===== src/rtl/pipelined_add_sub.sv =====
// Pipelined two's-complement adder/subtractor.
// The WIDTH-bit operands are split into CHUNK-bit slices, and each pipeline stage ripples one
// slice. The carry is registered between stages. Unprocessed upper slices travel forward through
// skew registers, and finished lower sum slices travel forward through deskew registers, so every
// slice of a transaction leaves the last stage in the same cycle.
module pipelined_add_sub #(
  parameter int unsigned WIDTH = 16,
  parameter int unsigned CHUNK = 4
) (
  input  logic             clk,
  input  logic             rst_n,
  input  logic             in_valid,
  output logic             in_ready,
  input  logic [WIDTH-1:0] A,
  input  logic [WIDTH-1:0] B,
  input  logic             sub,
  output logic             out_valid,
  input  logic             out_ready,
  output logic [WIDTH-1:0] Sum,
  output logic             Cout,
  output logic             Ovf,
  output logic             Zero
);

  localparam int unsigned STAGES = WIDTH / CHUNK;
  localparam int unsigned LAST   = STAGES - 1;

  if (CHUNK == 0 || WIDTH % CHUNK != 0 || STAGES < 1) begin : gen_param_check
    $error("pipelined_add_sub: WIDTH must be a non-zero multiple of CHUNK");
  end

  // Pipeline registers, one entry per stage.
  logic [STAGES-1:0] vld_q;
  logic [WIDTH-1:0]  a_q   [STAGES];  // operand A skew
  logic [WIDTH-1:0]  bc_q  [STAGES];  // operand B (conditionally inverted) skew
  logic [WIDTH-1:0]  sum_q [STAGES];  // completed lower slices (deskew)
  logic [STAGES-1:0] cry_q;           // carry out of the slice handled by each stage
  logic              ovf_q;
  logic              zero_q;

  // Per-stage combinational inputs and results.
  logic [WIDTH-1:0]  a_in    [STAGES];
  logic [WIDTH-1:0]  bc_in   [STAGES];
  logic [WIDTH-1:0]  sum_in  [STAGES];
  logic [WIDTH-1:0]  sum_nxt [STAGES];
  logic [STAGES-1:0] cin;
  logic [STAGES-1:0] cry_nxt;
  logic [CHUNK:0]    slice;
  logic              msb_cin;
  logic              ovf_d;
  logic              zero_d;

  // The whole pipe either moves together or holds together; there is no bubble collapsing.
  logic adv;
  assign adv      = !out_valid || out_ready;
  assign in_ready = adv;

  // Stage operand selection: stage 0 reads the ports, later stages read their predecessor.
  always_comb begin
    cin       = '0;
    a_in[0]   = A;
    bc_in[0]  = B ^ {WIDTH{sub}};
    sum_in[0] = '0;
    cin[0]    = sub;  // +1 completes the two's-complement negate of B
    for (int k = 1; k < STAGES; k++) begin
      a_in[k]   = a_q[k-1];
      bc_in[k]  = bc_q[k-1];
      sum_in[k] = sum_q[k-1];
      cin[k]    = cry_q[k-1];
    end
  end

  // Each stage ripples exactly one CHUNK-bit slice and merges it into the partial sum.
  always_comb begin
    slice   = '0;
    cry_nxt = '0;
    for (int k = 0; k < STAGES; k++) begin
      slice = {1'b0, a_in[k][k*CHUNK +: CHUNK]}
            + {1'b0, bc_in[k][k*CHUNK +: CHUNK]}
            + {{CHUNK{1'b0}}, cin[k]};
      sum_nxt[k]                   = sum_in[k];
      sum_nxt[k][k*CHUNK +: CHUNK] = slice[CHUNK-1:0];
      cry_nxt[k]                   = slice[CHUNK];
    end
  end

  // Flags derived in the last stage. Carry into the MSB is recovered from the MSB sum bit.
  always_comb begin
    msb_cin = a_in[LAST][WIDTH-1] ^ bc_in[LAST][WIDTH-1] ^ sum_nxt[LAST][WIDTH-1];
    ovf_d   = msb_cin ^ cry_nxt[LAST];
    zero_d  = ~|sum_nxt[LAST];
  end

  // Pipeline state: valid bits travel with the data, and everything shifts when adv is high.
  always_ff @(posedge clk or negedge rst_n) begin
    if (!rst_n) begin
      vld_q <= '0;
      cry_q <= '0;
      for (int k = 0; k < STAGES; k++) begin
        a_q[k]   <= '0;
        bc_q[k]  <= '0;
        sum_q[k] <= '0;
      end
    end else if (adv) begin
      vld_q[0] <= in_valid;
      for (int k = 1; k < STAGES; k++) begin
        vld_q[k] <= vld_q[k-1];
      end
      for (int k = 0; k < STAGES; k++) begin
        a_q[k]   <= a_in[k];
        bc_q[k]  <= bc_in[k];
        sum_q[k] <= sum_nxt[k];
        cry_q[k] <= cry_nxt[k];
      end
    end
  end

  // Output flag registers, loaded in step with the last stage.
  always_ff @(posedge clk or negedge rst_n) begin
    if (!rst_n) begin
      ovf_q  <= 1'b0;
      zero_q <= 1'b0;
    end else if (adv) begin
      ovf_q  <= ovf_d;
      zero_q <= zero_d;
    end
  end

  assign out_valid = vld_q[LAST];
  assign Sum       = sum_q[LAST];
  assign Cout      = cry_q[LAST];
  assign Ovf       = ovf_q;
  assign Zero      = zero_q;

endmodule


===== config.mk =====
export PLATFORM = sky130hd
export DESIGN_NAME = pipelined_add_sub
export DESIGN_NICKNAME = d
export VERILOG_FILES = /design/src/rtl/pipelined_add_sub.sv
export SDC_FILE = /design/constraint.sdc
export NUM_CORES = 1
export LEC_CHECK = 0
export ABC_CLOCK_PERIOD_IN_PS = 1800
export CAP_MARGIN = 20
export CORE_UTILIZATION = 49
export CTS_BUF_LIST = sky130_fd_sc_hd__clkbuf_2 sky130_fd_sc_hd__clkbuf_4 sky130_fd_sc_hd__clkbuf_8
export DETAILED_ROUTE_END_ITERATION = 10
export PLACE_DENSITY_LB_ADDON = 0.1
export REMOVE_ABC_BUFFERS = 1
export SLEW_MARGIN = 20
export SYNTH_ARGS = -nofsm -noshare
export SYNTH_HDL_FRONTEND = slang
export SYNTH_SLANG_ARGS = --single-unit

===== constraint.sdc =====
create_clock -name clk -period 1.8 [get_ports clk]
set_input_delay 0.36 -clock clk [delete_from_list [all_inputs] [get_ports clk]]
set_output_delay 0.36 -clock clk [all_outputs]
set_load 0.01 [all_outputs]

==> results.cfg <==
[synthesis]
ys_seq_elements = 98
ys_seq_area_share_pct = 57.2
synth_top_area_share_pct = 57.2
synth.area.mux_share_pct = 0.701
synth_enable_flop_cells = 0
syn_area_mm2 = 0.00428
synth_adder_area_share_pct = 6.78
ys.warnings.count = 0
synthArstFlopShare_pct = 100
synth-xor-area-share_pct = 5.11
synth_cell_types = 24
netlist_instances = 453
synthSimpleGateAreaFrac_pct = 21.3
synth_commonest_cells = nand2_1, dfrtp_1, o21ai_0, xnor2_1, a21oi_1
ys.flop_type = dfrtp_1
synth-compound-area-share_pct = 6.05
syn_area_per_cell_um2 = 9.46
synth.most_common_cell = nand2_1
synth_top_family_by_area = simple AND/OR/NAND/NOR gates
yosys.area.top_type = dfrtp_1
synth_area_leaders = dfrtp_1, nand2_1, xnor2_1, ha_1, fa_1

[cells_and_area]
diodes = 0
syn2layout_area_growth_pct = 23.7
drive_gt1_share_pct = 9.73
fillers = 716
nNetsFinal = 575

[setup_path]
required_ns = 2.05
crit_fanout = 2
crit_path_end_kind = flip-flop
reg2reg_slack_ns = -0.11
crit_path_start_kind = flip-flop
crit_type = flip-flop to flip-flop
worstPathArrival_ns = 2.17
r2r_end = Zero
reg2reg_depth = 5
worstReg2RegStart = cry_q[2]

[die]
fp.coreArea_mm2 = 0.00834
fp-row-count = 33
die-width_um = 95.5
die_area_mm2 = 0.00912
io_pins = 58
fp.dieH_um = 95.5
initial_core_util_pct = 51.4

[timing]
hold_viol = 0
drv_slew = 0
skew_ns = 0.00999
setup_tns_ns = -0.238
worstMarginPinSlew_ns = 0.519
fmax_ghz = 0.523
rsz0062_at_grt = true
setup_viol = 3
fin_crit_ns = 1.91
timing.final.ws_setup_ns = -0.113
final.period_utilization_pct = 106
timing.slew.headroom_pct = 65.4

[routing]
drt_wl_total_um = 7790
drtIter0Drc = 141
vias_per_cell = 4.87
vias = 3066
avgRoutedWirePerCell_um = 12.4
ant_nets = 0
drcViolationCount = 0
dr.pass1.iters = 4

[status]
status = complete, but fails checks
violations = setup timing

[placement]
portBuffers = 57
place_hpwl_um = 5250
place_ws_ns = -0.378
place_congestion = 0.765

[clock_network]
htree_levels = 3
cts_tree = done
root_buffer = clkbuf_8
clk_pin_slew_ns = 0.09
cts_inserted_buffers = 9
clockBufferDepth = 2
cts.sinks = 98
clk_latency_ns = 0.36

[flow_run]
maxCapViolations = 0

[power]
ir_drop_uv = 601
p_per_area_mw_per_mm2 = 1610
p_leak_uw = 0.00262

[global_route]
grt_pass1_vias = 2938
overflow = 0
grt.total_usage_pct = 20.0
grt_pass1_wl_um = 13800
grt_max_degree = 57
antenna_found_initial = 0

[hold_path]
hold_class = input port to async pin
## cells by family (layout without fill, tap and decap cells)
family                   Yosys count  count (layout)
buffers and inverters             27              98
adder cells (fa/ha/maj)           19              19
multiplexers                       2               2
flip-flops                        98              98
XOR/XNOR                          25              25
AND/OR/NAND/NOR                  238             238
AO/OA/AOI/OAI                     44              44
## how the worst max path moves through the flow
stage,cells past startpoint,slack [ns],startpoint,end
floorplan,3,-5.77,vld_q[3],sum_in[35]
global placement,7,-0.34,sub,sum_in[35]
detailed placement,7,-0.38,sub,sum_in[35]
CTS,5,-0.11,bc_in[12],Zero
global route,6,-0.18,cry_q[2],Ovf
finish,5,-0.11,cry_q[2],Zero
## flip-flops by register name, summed over array words and instances, names as in the netlist
register  cells
Sum          16
bc_in        24
vld_q         4
sum_in       24
Zero          1
a_in         24
cry_q         4
Ovf           1
## cell usage in the layout (no fill, tap or decap), types with 2 or more instances in the layout
master	n
a21oi_2	3
o21ai_0	21
clkdlybuf4s50_1	54
mux2_4	2
xnor2_1	18
fa_1	2
clkinvlp_4	3
buf_4	19
xor2_1	7
nand2_1	222
nor4_1	2
buf_12	2
clkbuf_8	12
nor2_1	8
fa_2	5
inv_1	3
a21oi_1	10
ha_1	12
a21o_1	7
dfrtp_1	98
## what timing repair did
action                                  in CTS  in global routing
pin swaps                                    6                  7
endpoints found under the setup margin       6                  8
hold buffers                                 1                  0
hold endpoints to repair                    31                  0
gates resized for setup                      6                  6
setup buffers                                1                  2
cloned                                       0                  0
## worst max-delay path, stage by stage, from the launching register on
cell and delay (ns):
dfrtp_1 0.42, fa_2 0.43, fa_2 0.56, nor4_2 0.04
and3_1 0.14, a32o_1 0.21
## area by class of cell
| class | count | area (µm²) | area share, % |
|---|---|---|---|
| clock buffers | 13 | 173 | 3.26 |
| repair buffers | 78 | 754 | 14.2 |
| clock inverters | 3 | 22.5 | 0.425 |
| inverters | 4 | 15.0 | 0.283 |
| well taps | 105 | 131 | 2.48 |
| flip-flops and latches | 98 | 2450 | 46.3 |
| multi-input cells | 328 | 1750 | 33.0 |
## stage by stage
stage	total power, µW	std cells	cell area, µm²	hold WS (ns)	util (%)
6_report	8540	629	5300	0.470	63.5
5_1_grt	9330	629	5300	0.495	63.5
4_1_cts	8560	627	5270	0.475	63.2
3_5_place_dp	7120	609	5040	0.342	60.4
3_3_place_gp	6980	609	5040	0.340	60.4
2_1_floorplan	5800	430	4180	0.0644	-
## where the power goes
part | switching (µW) | internal, µW | leakage [µW] | total (µW)
clock network | 734 | 632 | 0.0000913 | 1370
registers | 588 | 3170 | 0.00119 | 3760
logic | 1730 | 1690 | 0.00134 | 3420
## metal layers
metal,routed length (µm),GRT usage [%],up-vias
li1,-,-,1549
met1,3880,28.1,1459
met2,3490,30.0,48
met3,291,4.63,10
met4,132,7.84,0
met5,0,0,-
Note: power is estimated with default switching activity, not from simulation.
